<file path="src/rtl/score_text_pkg.sv">
// Shared constants for the score text overlay: character codes, banner strings,
// display modes, 8x8 glyph bitmaps and small helper functions.
package score_text_pkg;

    localparam int unsigned NUM_COLS  = 14;
    localparam int unsigned SCALE     = 5;
    localparam int unsigned CHAR_W    = 8 * SCALE;
    // BCD saturation value (decimal 9999)
    localparam logic [15:0] SCORE_MAX = 16'h9999;

    typedef enum logic [1:0] {
        ModeNormal   = 2'd0,
        ModeGameOver = 2'd1,
        ModeVictory  = 2'd2
    } mode_e;

    typedef logic [4:0] char_code_t;

    localparam char_code_t CH_BLANK = 5'd0;
    localparam char_code_t CH_D0    = 5'd1;  // digits occupy CH_D0 .. CH_D0+9
    localparam char_code_t CH_A     = 5'd11;
    localparam char_code_t CH_C     = 5'd12;
    localparam char_code_t CH_E     = 5'd13;
    localparam char_code_t CH_G     = 5'd14;
    localparam char_code_t CH_I     = 5'd15;
    localparam char_code_t CH_M     = 5'd16;
    localparam char_code_t CH_N     = 5'd17;
    localparam char_code_t CH_O     = 5'd18;
    localparam char_code_t CH_R     = 5'd19;
    localparam char_code_t CH_S     = 5'd20;
    localparam char_code_t CH_U     = 5'd21;
    localparam char_code_t CH_V     = 5'd22;
    localparam char_code_t CH_W     = 5'd23;
    localparam char_code_t CH_Y     = 5'd24;
    localparam char_code_t CH_BANG  = 5'd25;

    // Columns 10..13 are overwritten by the score digits.
    localparam char_code_t TXT_NORMAL [NUM_COLS] = '{
        CH_S, CH_C, CH_O, CH_R, CH_E, CH_BLANK, CH_BLANK,
        CH_BLANK, CH_BLANK, CH_BLANK, CH_BLANK, CH_BLANK, CH_BLANK, CH_BLANK
    };
    localparam char_code_t TXT_GAME_OVER [NUM_COLS] = '{
        CH_G, CH_A, CH_M, CH_E, CH_BLANK, CH_O, CH_V,
        CH_E, CH_R, CH_BLANK, CH_BLANK, CH_BLANK, CH_BLANK, CH_BLANK
    };
    localparam char_code_t TXT_VICTORY [NUM_COLS] = '{
        CH_Y, CH_O, CH_U, CH_BLANK, CH_W, CH_I, CH_N,
        CH_BANG, CH_BLANK, CH_BLANK, CH_BLANK, CH_BLANK, CH_BLANK, CH_BLANK
    };

    // Glyph bitmaps, row 0 in the top byte, bit 7 = leftmost pixel.
    localparam logic [63:0] GLYPH_D0   = 64'h3C66_6E76_6666_3C00;
    localparam logic [63:0] GLYPH_D1   = 64'h1838_1818_1818_7E00;
    localparam logic [63:0] GLYPH_D2   = 64'h3C66_060C_3060_7E00;
    localparam logic [63:0] GLYPH_D3   = 64'h3C66_061C_0666_3C00;
    localparam logic [63:0] GLYPH_D4   = 64'h0C1C_3C6C_7E0C_0C00;
    localparam logic [63:0] GLYPH_D5   = 64'h7E60_7C06_0666_3C00;
    localparam logic [63:0] GLYPH_D6   = 64'h3C60_7C66_6666_3C00;
    localparam logic [63:0] GLYPH_D7   = 64'h7E06_0C18_3030_3000;
    localparam logic [63:0] GLYPH_D8   = 64'h3C66_663C_6666_3C00;
    localparam logic [63:0] GLYPH_D9   = 64'h3C66_663E_060C_3800;
    localparam logic [63:0] GLYPH_A    = 64'h183C_6666_7E66_6600;
    localparam logic [63:0] GLYPH_C    = 64'h3C66_6060_6066_3C00;
    localparam logic [63:0] GLYPH_E    = 64'h7E60_6078_6060_7E00;
    localparam logic [63:0] GLYPH_G    = 64'h3C66_606E_6666_3C00;
    localparam logic [63:0] GLYPH_I    = 64'h3C18_1818_1818_3C00;
    localparam logic [63:0] GLYPH_M    = 64'h6377_7F6B_6363_6300;
    localparam logic [63:0] GLYPH_N    = 64'h6676_7E7E_6E66_6600;
    localparam logic [63:0] GLYPH_O    = 64'h3C66_6666_6666_3C00;
    localparam logic [63:0] GLYPH_R    = 64'h7C66_667C_786C_6600;
    localparam logic [63:0] GLYPH_S    = 64'h3C66_603C_0666_3C00;
    localparam logic [63:0] GLYPH_U    = 64'h6666_6666_6666_3C00;
    localparam logic [63:0] GLYPH_V    = 64'h6666_6666_663C_1800;
    localparam logic [63:0] GLYPH_W    = 64'h6363_636B_7F77_6300;
    localparam logic [63:0] GLYPH_Y    = 64'h6666_663C_1818_1800;
    localparam logic [63:0] GLYPH_BANG = 64'h1818_1818_0000_1800;

    // Four-digit BCD increment with decimal carry; caller handles saturation.
    function automatic logic [15:0] bcd_inc(input logic [15:0] v);
        logic [15:0] r;
        logic        carry;
        r     = v;
        carry = 1'b1;
        for (int i = 0; i < 4; i++) begin
            if (carry) begin
                if (r[4*i +: 4] == 4'd9) begin
                    r[4*i +: 4] = 4'd0;
                end else begin
                    r[4*i +: 4] = r[4*i +: 4] + 4'd1;
                    carry       = 1'b0;
                end
            end
        end
        return r;
    endfunction

    // Replicate each glyph bit SCALE times horizontally.
    function automatic logic [CHAR_W-1:0] expand_row(input logic [7:0] b);
        logic [CHAR_W-1:0] r;
        r = '0;
        for (int k = 0; k < 8; k++) begin
            r[CHAR_W - 1 - SCALE * k -: SCALE] = {SCALE{b[7-k]}};
        end
        return r;
    endfunction

endpackage

</file>
<file path="src/rtl/score_char_gen_if.sv">
// Font request/response bus between the overlay drawer and the score text generator.
interface score_char_gen_if;
    import score_text_pkg::*;

    logic [7:0]        char_yx_score;
    logic [7:0]        char_line_score;
    logic [CHAR_W-1:0] char_pixels_score;

    modport master (
        output char_yx_score,
        output char_line_score,
        input  char_pixels_score
    );

    modport slave (
        input  char_yx_score,
        input  char_line_score,
        output char_pixels_score
    );

endinterface

</file>
<file path="src/rtl/score_char_gen_font_rom.sv">
// Combinational 8x8 font ROM: (character code, glyph row) -> 8 pixel bits.
module score_font_rom
    import score_text_pkg::*;
(
    input  char_code_t code_i,
    input  logic [2:0] row_i,
    output logic [7:0] bits_o
);

    logic [63:0] glyph;
    logic [63:0] glyph_sh;

    // Pick the glyph bitmap, then shift the requested row into the top byte.
    always_comb begin
        glyph = '0;
        case (code_i)
            CH_D0:          glyph = GLYPH_D0;
            CH_D0 + 5'd1:   glyph = GLYPH_D1;
            CH_D0 + 5'd2:   glyph = GLYPH_D2;
            CH_D0 + 5'd3:   glyph = GLYPH_D3;
            CH_D0 + 5'd4:   glyph = GLYPH_D4;
            CH_D0 + 5'd5:   glyph = GLYPH_D5;
            CH_D0 + 5'd6:   glyph = GLYPH_D6;
            CH_D0 + 5'd7:   glyph = GLYPH_D7;
            CH_D0 + 5'd8:   glyph = GLYPH_D8;
            CH_D0 + 5'd9:   glyph = GLYPH_D9;
            CH_A:           glyph = GLYPH_A;
            CH_C:           glyph = GLYPH_C;
            CH_E:           glyph = GLYPH_E;
            CH_G:           glyph = GLYPH_G;
            CH_I:           glyph = GLYPH_I;
            CH_M:           glyph = GLYPH_M;
            CH_N:           glyph = GLYPH_N;
            CH_O:           glyph = GLYPH_O;
            CH_R:           glyph = GLYPH_R;
            CH_S:           glyph = GLYPH_S;
            CH_U:           glyph = GLYPH_U;
            CH_V:           glyph = GLYPH_V;
            CH_W:           glyph = GLYPH_W;
            CH_Y:           glyph = GLYPH_Y;
            CH_BANG:        glyph = GLYPH_BANG;
            default:        glyph = '0;
        endcase
        glyph_sh = glyph << {row_i, 3'b000};
        bits_o   = glyph_sh[63:56];
    end

endmodule

</file>
<file path="src/rtl/score_char_gen.sv">
// Score text character generator: BCD score counter, per-frame banner/score latch
// and a two-stage pipeline from cell address to 40-pixel row.
module score_char_gen
    import score_text_pkg::*;
(
    input  logic              pclk,
    input  logic              rst,
    score_char_gen_if.slave   font,
    input  logic              score_inc,
    input  logic              score_clr,
    input  logic              vsync_in,
    input  logic              game_over_in,
    input  logic              victory_in,
    output logic [15:0]       score_bcd
);

    logic [15:0]       score_q, score_d;
    logic [15:0]       disp_q, disp_d;
    mode_e             mode_q, mode_d;
    logic              vsync_q;
    logic              vsync_rise;

    char_code_t        code_q, code_d;
    logic [2:0]        grow_q, grow_d;
    logic [7:0]        glyph_bits;
    logic [CHAR_W-1:0] pix_q, pix_d;

    logic [3:0]        cell_row;
    logic [3:0]        cell_col;
    logic [3:0]        nib;

    assign cell_row   = font.char_yx_score[7:4];
    assign cell_col   = font.char_yx_score[3:0];
    assign vsync_rise = vsync_in & ~vsync_q;

    // Score counter: clear wins, increment saturates at 9999.
    always_comb begin
        score_d = score_q;
        if (score_clr) begin
            score_d = '0;
        end else if (score_inc && (score_q != SCORE_MAX)) begin
            score_d = bcd_inc(score_q);
        end
    end

    // Frame latch: display copy and banner mode only move on a vsync rising edge.
    always_comb begin
        disp_d = disp_q;
        mode_d = mode_q;
        if (vsync_rise) begin
            disp_d = score_q;
            if (game_over_in) begin
                mode_d = ModeGameOver;
            end else if (victory_in) begin
                mode_d = ModeVictory;
            end else begin
                mode_d = ModeNormal;
            end
        end
    end

    // Stage 1 next-state: character code and glyph row for the requested cell.
    always_comb begin
        code_d = CH_BLANK;
        grow_d = '0;
        nib    = '0;
        if ((cell_row == 4'd0) && (cell_col < 4'(NUM_COLS)) &&
            (font.char_line_score < 8'(CHAR_W))) begin
            grow_d = 3'(font.char_line_score / 8'(SCALE));
            case (cell_col)
                4'd10:   nib = disp_q[15:12];
                4'd11:   nib = disp_q[11:8];
                4'd12:   nib = disp_q[7:4];
                4'd13:   nib = disp_q[3:0];
                default: nib = '0;
            endcase
            if (cell_col >= 4'd10) begin
                code_d = CH_D0 + 5'(nib);
            end else begin
                case (mode_q)
                    ModeGameOver: code_d = TXT_GAME_OVER[cell_col];
                    ModeVictory:  code_d = TXT_VICTORY[cell_col];
                    default:      code_d = TXT_NORMAL[cell_col];
                endcase
            end
        end
    end

    score_font_rom u_font_rom (
        .code_i (code_q),
        .row_i  (grow_q),
        .bits_o (glyph_bits)
    );

    // Stage 2 next-state: horizontal pixel replication of the glyph row.
    always_comb begin
        pix_d = expand_row(glyph_bits);
    end

    // Score, frame-latch and vsync edge-detector registers.
    always_ff @(posedge pclk) begin
        if (rst) begin
            score_q <= '0;
            disp_q  <= '0;
            mode_q  <= ModeNormal;
            vsync_q <= 1'b0;
        end else begin
            score_q <= score_d;
            disp_q  <= disp_d;
            mode_q  <= mode_d;
            vsync_q <= vsync_in;
        end
    end

    // Pixel pipeline registers (stage 1 code/row, stage 2 output row).
    always_ff @(posedge pclk) begin
        if (rst) begin
            code_q <= CH_BLANK;
            grow_q <= '0;
            pix_q  <= '0;
        end else begin
            code_q <= code_d;
            grow_q <= grow_d;
            pix_q  <= pix_d;
        end
    end

    assign font.char_pixels_score = pix_q;
    assign score_bcd              = score_q;

endmodule

</file>
<file path="src/flat_wrapper.sv">
// flat-port wrapper written by rule: the top's interface ports become plain ports
module score_char_gen_flat import score_text_pkg::*;
  (pclk, rst, score_inc, score_clr, vsync_in, game_over_in, victory_in, score_bcd, font_char_yx_score, font_char_line_score, font_char_pixels_score);
  score_char_gen_if font_i ();
  input  logic pclk;
  input  logic rst;
  input  logic score_inc;
  input  logic score_clr;
  input  logic vsync_in;
  input  logic game_over_in;
  input  logic victory_in;
  output logic [15:0] score_bcd;
  input wire logic [$bits(font_i.char_yx_score)-1:0] font_char_yx_score;
  input wire logic [$bits(font_i.char_line_score)-1:0] font_char_line_score;
  output wire logic [$bits(font_i.char_pixels_score)-1:0] font_char_pixels_score;
  assign font_i.char_yx_score = font_char_yx_score;
  assign font_i.char_line_score = font_char_line_score;
  assign font_char_pixels_score = font_i.char_pixels_score;
  score_char_gen u_core (.pclk(pclk), .rst(rst), .font(font_i), .score_inc(score_inc), .score_clr(score_clr), .vsync_in(vsync_in), .game_over_in(game_over_in), .victory_in(victory_in), .score_bcd(score_bcd));
endmodule
</file>
<file path="config.mk">
export PLATFORM = sky130hd
export DESIGN_NAME = score_char_gen_flat
export DESIGN_NICKNAME = d
export VERILOG_FILES = /design/src/rtl/score_text_pkg.sv /design/src/rtl/score_char_gen_if.sv /design/src/rtl/score_char_gen_font_rom.sv /design/src/rtl/score_char_gen.sv /design/src/flat_wrapper.sv
export SDC_FILE = /design/constraint.sdc
export NUM_CORES = 1
export LEC_CHECK = 0
export ABC_AREA = 1
export CORE_ASPECT_RATIO = 1.1
export CORE_UTILIZATION = 35
export CTS_BUF_LIST = sky130_fd_sc_hd__clkbuf_8
export CTS_CLUSTER_DIAMETER = 60
export DETAILED_ROUTE_END_ITERATION = 8
export PLACE_DENSITY = 0.57
export SYNTH_ARGS = -nofsm -noshare
export SYNTH_HDL_FRONTEND = slang
export SYNTH_SLANG_ARGS = --single-unit
</file>
<file path="constraint.sdc">
create_clock -name pclk -period 6.05 [get_ports pclk]
set_input_delay 1.21 -clock pclk [delete_from_list [all_inputs] [get_ports pclk]]
set_output_delay 1.21 -clock pclk [all_outputs]
set_load 0.02 [all_outputs]
</file>
## Yosys cells after proc, flatten, opt, wreduce, memory -nomap -nowiden

Memory sizes are Yosys's and may differ from the RTL's. A register that Yosys moved wholly into a read port is not among the register bits.
Cells that the tools add are included.

| storage, ports and cells | value |
|---|---|
| register bits after elaboration | 74 |
| memory bits (read-only) | 1808 |
| memories | 4 |

Memory list:

| name | words | width | read ports | clocked after Yosys merged registers in | wr ports | line | text |
|---|---|---|---|---|---|---|---|
| (no name shown) | 32 | 49 | 1 | 1 | 0 | score_char_gen_font_rom.sv:16 | `case (code_i)` |
| (no name shown) | 16 | 5 | 1 | 0 | 0 | score_char_gen.sv:81 | `ModeGameOver: code_d = TXT_GAME_OVER[cell_col];` |
| (no name shown) | 16 | 5 | 1 | 0 | 0 | score_char_gen.sv:82 | `ModeVictory: code_d = TXT_VICTORY[cell_col];` |
| (no name shown) | 16 | 5 | 1 | 0 | 0 | score_char_gen.sv:83 | `default: code_d = TXT_NORMAL[cell_col];` |

| cells by class | value |
|---|---|
| add/subtract/negate cells | 5 |
| div/mod/pow operators | 1 |
| $lt $le $gt $ge | 4 |
| equal/unequal tests | 11 |
| shift operators | 1 |
| muxes and demuxes | 28 |
| bitwise operators | 4 |
| reduce and logical (&&, ||, !) cells | 9 |

Operators with widths:

| kind | number |
|---|---|
| $shl A64 B6 Y64 | 1 |
| $mux W5 | 8 |
| $eq A4 B4 Y1 const B | 8 |
| $mux W4 | 5 |
| $add A4 B1 Y4 const B | 4 |
| $ne A16 B16 Y1 const B | 1 |
| $pmux W4 S4 | 1 |
| $mux W1 | 11 |
| $pmux W5 S2 | 1 |
| $div A8 B3 Y8 const B | 1 |
| $lt A8 B6 Y1 const B | 1 |
| $reduce_and A2 Y1 | 3 |
| $add A1 B4 Y5 const A | 1 |
| $ge A5 B5 Y1 const B | 1 |
| $not A4 Y5 | 1 |
| $ge A4 B4 Y1 const B | 1 |
| $logic_not A4 Y1 | 1 |
| $lt A4 B4 Y1 const B | 1 |
| $mux W2 | 2 |
| $reduce_or A2 Y1 | 2 |
| $logic_and A1 B1 Y1 | 3 |
| $eq A2 B1 Y1 const B | 1 |
| $eq A2 B2 Y1 const B | 1 |
| $not A1 Y1 | 2 |
| $and A1 B1 Y1 | 1 |

## Longest topological paths before layout

Gate-level depths: netlist of the first run.

| logic depth | value |
|---|---|
| depth in word-level cells | 11 |
| gate-level depth with buffers | 27 |

## By module

A second synthesis of the first run with hierarchy kept.

| second synthesis, totals | value |
|---|---|
| cell total of the unflattened synthesis | 792 |
| area, all modules | 4655.7 um^2 |

Modules (own cells, without submodules):

| module | instances | cells an instance | area an instance (um^2) |
|---|---|---|---|
| score_char_gen | 1 | 445 | 3051.7 |
| score_font_rom | 1 | 347 | 1604.0 |

## Worst setup path before layout of the first run

Ideal clock, no wire load.

| timing path | value |
|---|---|
| path type | input to register |
| start point | in font_char_yx_score[0] |
| end point | reg, netlist name u_core.u_font_rom.glyph[52] |
| setup time | 0.131 ns |
| arrival | 3.612 ns |
| required time | 5.919 ns |
| slack | 2.308 ns |
| stages | 17 |
| path buffers | 0 |
| path through | inv_1 -> ha_1 -> inv_1 -> nor2_4 -> a22oi_1 -> nand3_1 -> ha_1 -> or2_2 -> nand3_1 -> inv_1 -> ha_1 -> inv_1 -> nor2_1 -> nand2_1 -> o21ai_0 -> o21ai_1 -> o211ai_1 |

| between the ends | value |
|---|---|
| longest elaborated chain between the ends | 7 |
| elaborated cells between the ends (all ways) | 26 |
| those cells by class | add/sub: 1; order compare: 2; eq/ne: 4; mux: 11; bitwise: 2; reduce/logical: 3; memory: 3 |

RTL lines:

| what | line | text |
|---|---|---|
| start, declared | flat_wrapper.sv:13 | `input wire logic [$bits(font_i.char_yx_score)-1:0] font_char_yx_score;` |
| parallel branches: the longest is 6 deep, another holds $add A1 B4 Y5 | - |  |
| $mux W5 (no source line) * | - |  |

Every way passes the cells marked *. The select of a mux whose other input is x is not followed.
A chain may end at the register's enable or synchronous reset.

## Worst setup path after layout of the first run

| timing path | value |
|---|---|
| start point | in font_char_yx_score[0] |
| end point | reg, netlist name u_core.u_font_rom.glyph[45] |

| between the ends | value |
|---|---|
| longest elaborated chain between the ends | 7 |
| elaborated cells between the ends (all ways) | 26 |
| those cells by class | add/sub: 1; order compare: 2; eq/ne: 4; mux: 11; bitwise: 2; reduce/logical: 3; memory: 3 |

RTL lines:

| what |
|---|
| parallel branches: the longest is 6 deep, another holds $add A1 B4 Y5 |
| $mux W5 (no source line) * |

Marked as above.

==> impl_metrics.toml, run 1 <==
[status]
status = "complete, no violations"

[sta]
relSlewSlack_pct = 50.0
drv_slew = 0
hold_viol_final = 0
setup_viol = 0
worst_clock_skew_ns = 0.0180
clock.fmax_mhz = 214
worst_slew_pin_slew_ns = 0.744
setup_tns_ns = 0
fin_crit_sh_pct = 77.4
period_needed_ns = 4.68
rsz0062_at_grt = "no"

[finish]
utilization_pct = 41.3
fillers = 1575
syn_to_final_growth_pct = 15.8
fin_nets = 878
drive_gt1_share_pct = 6.96
design_area_mm2 = 0.00619
diodes = 0

[floorplan]
fp.dieH_um = 132
die_w_um = 120
pin_count = 79
core-area_mm2 = 0.0150
row_count = 47
start_util_pct = 35.7
die_area_mm2 = 0.0158

[job]
maxCapViolCount = 0

[critical_path]
crit_top_cell = "inv_1"
rrSetupSlack_ns = 2.88
r2r_cells = 16
cp-endpoint = "u_core.u_font_rom.glyph[45]$_DFF_P_"
cp_data_required_time_ns = 6.36
cp.arrival_ns = 4.99
crit_chain = "clkdlybuf4s50_1 -> inv_1 -> ha_1 -> inv_1 -> nor2_4 -> a22oi_1 -> nand3_1 -> ha_1 -> or2_2 -> nand3_1 -> inv_1 -> ha_1 -> inv_1 -> nor2_1 -> nor2_1 -> nand2_1 -> o21ai_0 -> nand2_1 -> nand2_1"
worst_setup_path_start_kind = "input port"
r2r-end = "u_core.u_font_rom.glyph[45]$_DFF_P_"
end_kind = "register"
r2r-start = "u_core.mode_q[0]$_SDFFE_PP0P_"
cpMaxStageDelayCell = "clkdlybuf4s50_1"
path_max_fanout = 9
slowest_delay_ns = 0.61
crit_type = "in2reg"
crit_start = "font_char_yx_score[0]"

[power]
power.share.clock_pct = 36.8
p_sw_share_pct = 28.2
cellPowerDensity_mw_per_mm2 = 189
vdd_drop_max_mv = 0.0977
internal_power_uw = 839
finalPower_mw = 1.17
comb_power_share_pct = 12.8
switchingPower_uw = 329
p_seq_share_pct = 50.4
p_leak_nw = 2.84

[placement]
portBuffers = 73
place_area_mm2 = 0.00598
dpl.hpwl_mm = 10.5
place_congestion = 0.955

[detailed_routing]
drtIter0Drc = 536
drtAntennaViolNets = 0
wirelength_mm = 13.7
dr.pass1.iters = 6
wl_per_cell_um = 13.3
viasPerCell = 4.95
drc = 0
num_vias = 5094

[yosys]
yosys_register_bits = 87
synth_commonest_cells = "nand2_1, nor2_1, dfxtp_1"
synth-edff-count = 0
synth_seq_area_share_pct = 32.6
ys.flop_type = "dfxtp_1"
syn_inst = 794
yosysTopAreaCellShare_pct = 32.6
synthTopCellsByArea = "dfxtp_1, nand2_1, o21ai_0, nor2_1, ha_1"
syn_avg_cell_area_um2 = 6.74
ys_types = 51
yosysWarnings = 0
synth_top_cell_by_area = "dfxtp_1"
ys_async_sr_fraction_pct = 0
yosysMostFrequentCell = "nand2_1"
synth_area_mm2 = 0.00535

[grt]
grt_pass1_vias = 4688
antenna_found_initial = 0
grt_first_pass_wirelength_mm = 23.0
grt-ovfl-total = 0
gr-usage-all-layers_pct = 17.9
grt_max_degree = 30

[clock_network]
cts-root-buf = "clkbuf_8"
numCtsBuffers = 9
clock_sinks = 87
cts_resized = 0
cts_hold_buffers = 0
clock_path_buffers = 2
clkLatencyLatePin_ns = 0.37
cts_tree = "built"
path_clk_slew_ns = 0.10
h-tree-depth = 3
post_cts_buffers = 0

[worst_hold_path]
hp-start = "u_core.u_font_rom.glyph[56]$_SDFF_PP0_"
hold_path.class = "reg2reg"
-- power groups by stage --
| stage | registers (mW) | logic (mW) | clock network, mW |
|---|---|---|---|
| floorplan | 0.600 | 0.111 | 0 |
| global placement | 0.602 | 0.150 | 0 |
| detailed placement | 0.602 | 0.149 | 0 |
| CTS | 0.589 | 0.150 | 0.440 |
| global route | 0.590 | 0.170 | 0.466 |
| finish | 0.589 | 0.150 | 0.430 |
-- worst max-delay path: cells and delay by family --
| family | cells | cell delay [ns] |
|---|---|---|
| AOI/OAI and AO/OA | 2 | 0.33 |
| and+or+nand+nor | 9 | 1.44 |
| buffers and inverters | 5 | 1.22 |
| adders and majority gates | 3 | 0.78 |
-- registers in the layout, summed over array words and instances, names as in the netlist --
name                           count
u_core.disp_q                     16
u_core.font.char_pixels_score      7
u_core.grow_q                      3
u_core.mode_q                      2
u_core.score_bcd                  16
u_core.u_font_rom.glyph           42
u_core.vsync_q                     1
-- worst min path at each step --
| stage | endpoint | slack [ns] | cells past startpoint |
|---|---|---|---|
| after floorplan | u_core.font.char_pixels_score[4]$_SDFF_PP0_ | 0.43 | 2 |
| after global placement | u_core.font.char_pixels_score[4]$_SDFF_PP0_ | 0.44 | 2 |
| after detailed placement | u_core.font.char_pixels_score[4]$_SDFF_PP0_ | 0.45 | 2 |
| after CTS | u_core.font.char_pixels_score[4]$_SDFF_PP0_ | 0.48 | 2 |
| after global routing | u_core.font.char_pixels_score[4]$_SDFF_PP0_ | 0.52 | 2 |
| final | u_core.font.char_pixels_score[4]$_SDFF_PP0_ | 0.47 | 2 |
-- cell type report --
cell class / instances / area (um2) / area share [%]
Multi-Input combinational cell: 561 / 2900 / 46.8
Sequential cell: 87 / 1740 / 28.1
Timing Repair Buffer: 75 / 746 / 12.0
Inverter: 94 / 353 / 5.70
Tap cell: 196 / 245 / 3.96
Clock buffer: 9 / 124 / 2.00
Clock inverter: 7 / 86.3 / 1.39
-- metal layers --
layer / global-route usage (%) / vias up / wire, um
li1: - / 2617 / -
met1: 24.5 / 2231 / 6600
met2: 27.6 / 206 / 5990
met3: 2.82 / 40 / 789
met4: 7.29 / 0 / 311
met5: 0 / - / 0
-- logic make-up (layout without fill, tap and decap cells) --
group                    count (synthesis)  in the layout  share of synthesized area, %
AND/OR/NAND/NOR                        354            354                          28.6
AO/OA/AOI/OAI                          172            172                          18.4
buffers and inverters                  150            185                          13.5
flip-flops                              87             87                          32.6
adder cells (fa/ha/maj)                 27             27                          6.32
XOR/XNOR                                 3              3                         0.491
other                                    1              5                        0.0701
-- placed cells by master (no fill, tap or decap), drive strengths merged, types with 3 or more instances in the layout --
cell type / netlist / routed
a211oi: 3 / 3
a21oi: 43 / 43
a221oi: 3 / 3
a22oi: 5 / 5
a31oi: 3 / 3
a41oi: 3 / 3
clkbuf: 12 / 9
clkdlybuf4s50: 0 / 73
conb: 1 / 5
dfxtp: 87 / 87
ha: 27 / 27
inv: 94 / 98
nand2: 197 / 197
nand3: 28 / 28
nand4: 9 / 9
nor2: 95 / 95
nor3: 15 / 15
o211ai: 6 / 6
o21a: 3 / 3
o21ai: 90 / 90
o22ai: 3 / 3
o311ai: 3 / 3
or2: 3 / 3
-- per-stage QoR --
stage	hold slack, ns	setup slack (ns)	instances
2_1_floorplan	0.433	2.31	798
3_3_place_gp	0.443	1.03	1013
3_5_place_dp	0.448	1.06	1013
4_1_cts	0.475	1.45	1029
5_1_grt	0.517	1.11	1029
6_report	0.468	1.37	1029
Note: power is estimated with default switching activity, not from simulation.
==> run 2: changes to the inputs <==
==> constraint.sdc (replaced) <==
create_clock -name pclk -period 4.4 [get_ports pclk]
set_input_delay 0.88 -clock pclk [delete_from_list [all_inputs] [get_ports pclk]]
set_output_delay 0.88 -clock pclk [all_outputs]
set_load 0.02 [all_outputs]
==> impl_metrics.toml, run 2 (synthesis gave the netlist of run 1 again) <==
[placement]
dpl.hpwl_mm = 11.3
portBuffers = 73
place_congestion = 0.983
place_area_mm2 = 0.00613
dp_cells = 1033

[power]
p_seq_share_pct = 51.4
power.share.clock_pct = 35.1
internal_power_mw = 1.16
comb_power_share_pct = 13.4
p_leak_nw = 2.93
switchingPower_uw = 416
p_sw_share_pct = 26.5
vdd_drop_max_mv = 0.114
cellPowerDensity_mw_per_mm2 = 249

[finish]
design_area_mm2 = 0.00633
final_common_cell = "nand2_1"
drive_gt1_share_pct = 8.91
mostFrequentLayoutCells = "nand2_1, nor2_1, dfxtp_1"
fillers = 1594
utilization_pct = 42.2
largest_reg_flops = 42
fin_nets = 898
instances_no_fill = 1049
syn_to_final_growth_pct = 18.4
diodes = 0

[grt]
gr-usage-all-layers_pct = 19.2
grt-ovfl-total = 0
grt_max_degree = 24
antenna_found_initial = 0
grt_first_pass_wirelength_mm = 24.4
grt_pass1_vias = 4877

[clock_network]
clkLatencyLatePin_ns = 0.36
numCtsBuffers = 9
post_cts_buffers = 0
cts-root-buf = "clkbuf_8"
h-tree-depth = 3
clock_sinks = 87
path_clk_slew_ns = 0.08
clock_path_buffers = 2
cts_tree = "built"
cts_hold_buffers = 0
cts_resized = 0

[sta]
hold_viol_final = 0
worst_slew_pin_slew_ns = 0.767
clock.fmax_mhz = 256
rsz0062_at_grt = "no"
drv_slew = 0
relSlewSlack_pct = 48.7
period_needed_ns = 3.91
setup_tns_ns = 0
fin_crit_sh_pct = 88.9
worst_clock_skew_ns = 0.0171
setup_viol = 0

[critical_path]
end_kind = "register"
cpMaxStageDelayCell = "clkdlybuf4s50_1"
crit_top_cell = "inv_1"
crit_type = "in2reg"
crit_chain = "clkdlybuf4s50_1 -> inv_1 -> ha_1 -> inv_1 -> nor2_4 -> a22oi_1 -> nand3_1 -> ha_1 -> or2_2 -> nand3_1 -> inv_1 -> ha_1 -> inv_1 -> nor2_1 -> inv_1 -> nor2_1 -> nor3_1 -> o21ai_0"
r2r-start = "u_core.mode_q[0]$_SDFFE_PP0P_"
slowest_delay_ns = 0.55
cp.arrival_ns = 4.17
worst_setup_path_start_kind = "input port"
path_max_fanout = 8
cp_data_required_time_ns = 4.65
crit_start = "font_char_yx_score[0]"

[detailed_routing]
dr_wl_met3_um = 856
wl_per_cell_um = 13.8
route.met2.wl_mm = 6.33
wl_met1_mm = 6.86
wirelength_mm = 14.4
dr.pass1.iters = 5
top_layer = "met4"
num_vias = 5185
drtIter0Drc = 527
drc = 0
drtAntennaViolNets = 0
viasPerCell = 4.94

[floorplan]
fp.dieH_um = 132
die_area_mm2 = 0.0158
row_count = 47
pin_count = 79
start_util_pct = 35.7
core-area_mm2 = 0.0150
die_w_um = 120

[status]
status = "complete, no violations"

[worst_hold_path]
hp-start = "u_core.u_font_rom.glyph[56]$_SDFF_PP0_"
hold_path.class = "reg2reg"

[job]
maxCapViolCount = 0
[run 2: changes by cell type in the layout (fill, tap and decap cells not counted)]
cell / change
buf_4: +20
inv_1: +2
inv_8: -2
clkbuf_8: +1
clkinv_4: -1
clkinvlp_4: +1
inv_6: -1
[run 2: power by group through the flow]
| stage | Combinational, mW | Sequential (mW) | Clock, mW |
|---|---|---|---|
| floorplan | 0.152 | 0.826 | 0 |
| global placement | 0.211 | 0.828 | 0 |
| detailed placement | 0.210 | 0.828 | 0 |
| CTS | 0.211 | 0.809 | 0.569 |
| global route | 0.245 | 0.811 | 0.600 |
| finish | 0.212 | 0.809 | 0.553 |
[run 2: metrics by stage]
stage | total power [mW] | worst slack, ns | hold slack [ns]
CTS | 1.59 | 0.557 | 0.464
global route | 1.66 | 0.169 | 0.526
finish | 1.57 | 0.489 | 0.458
global placement | 1.04 | 0.128 | 0.445
floorplan | 0.978 | 0.988 | 0.433
detailed placement | 1.04 | 0.164 | 0.450
[run 2: worst paths after layout]
kind                                                 endpoint  slack, ns  depth (start not counted)
setup reg to reg          u_core.u_font_rom.glyph[19]$_DFF_P_       1.42                         15
hold reg to reg   u_core.font.char_pixels_score[4]$_SDFF_PP0_       0.46                          2
setup / recovery          u_core.u_font_rom.glyph[19]$_DFF_P_       0.49                         18
hold / removal    u_core.font.char_pixels_score[4]$_SDFF_PP0_       0.46                          2
[run 2: per-layer routing]
metal / GRT usage, % / vias up
li1: - / 2659
met1: 25.7 / 2297
met2: 30.3 / 196
met3: 3.43 / 33
met4: 7.99 / 0
met5: 0 / -
[run 2: area by class of cell]
type / instances / area (um2) / area share (%)
inverter: 94 / 353 / 5.57
clock buffer: 10 / 138 / 2.17
timing repair buffer: 95 / 896 / 14.1
clock inverter: 6 / 61.3 / 0.968
tap: 196 / 245 / 3.87
sequential: 87 / 1740 / 27.5
multi-input combinational: 561 / 2900 / 45.8
[run 2: worst max-delay path: cells and delay by family]
| family | cells | cell delay, ns |
|---|---|---|
| buffers and inverters | 6 | 1.18 |
| adder cells (fa/ha/maj) | 3 | 0.74 |
| AND/OR/NAND/NOR | 7 | 0.97 |
| AO/OA/AOI/OAI | 2 | 0.38 |
==> run 3: changes to the inputs <==
--- a/config.mk
+++ b/config.mk
@@ -11,6 +11,7 @@
 export CTS_BUF_LIST = sky130_fd_sc_hd__clkbuf_8
 export CTS_CLUSTER_DIAMETER = 60
 export DETAILED_ROUTE_END_ITERATION = 8
+export HOLD_SLACK_MARGIN = 0.15
 export PLACE_DENSITY = 0.57
 export SYNTH_ARGS = -nofsm -noshare
 export SYNTH_HDL_FRONTEND = slang
==> results of run 3 <==
Final layout, timing and power as in run 2 (identical DEF).
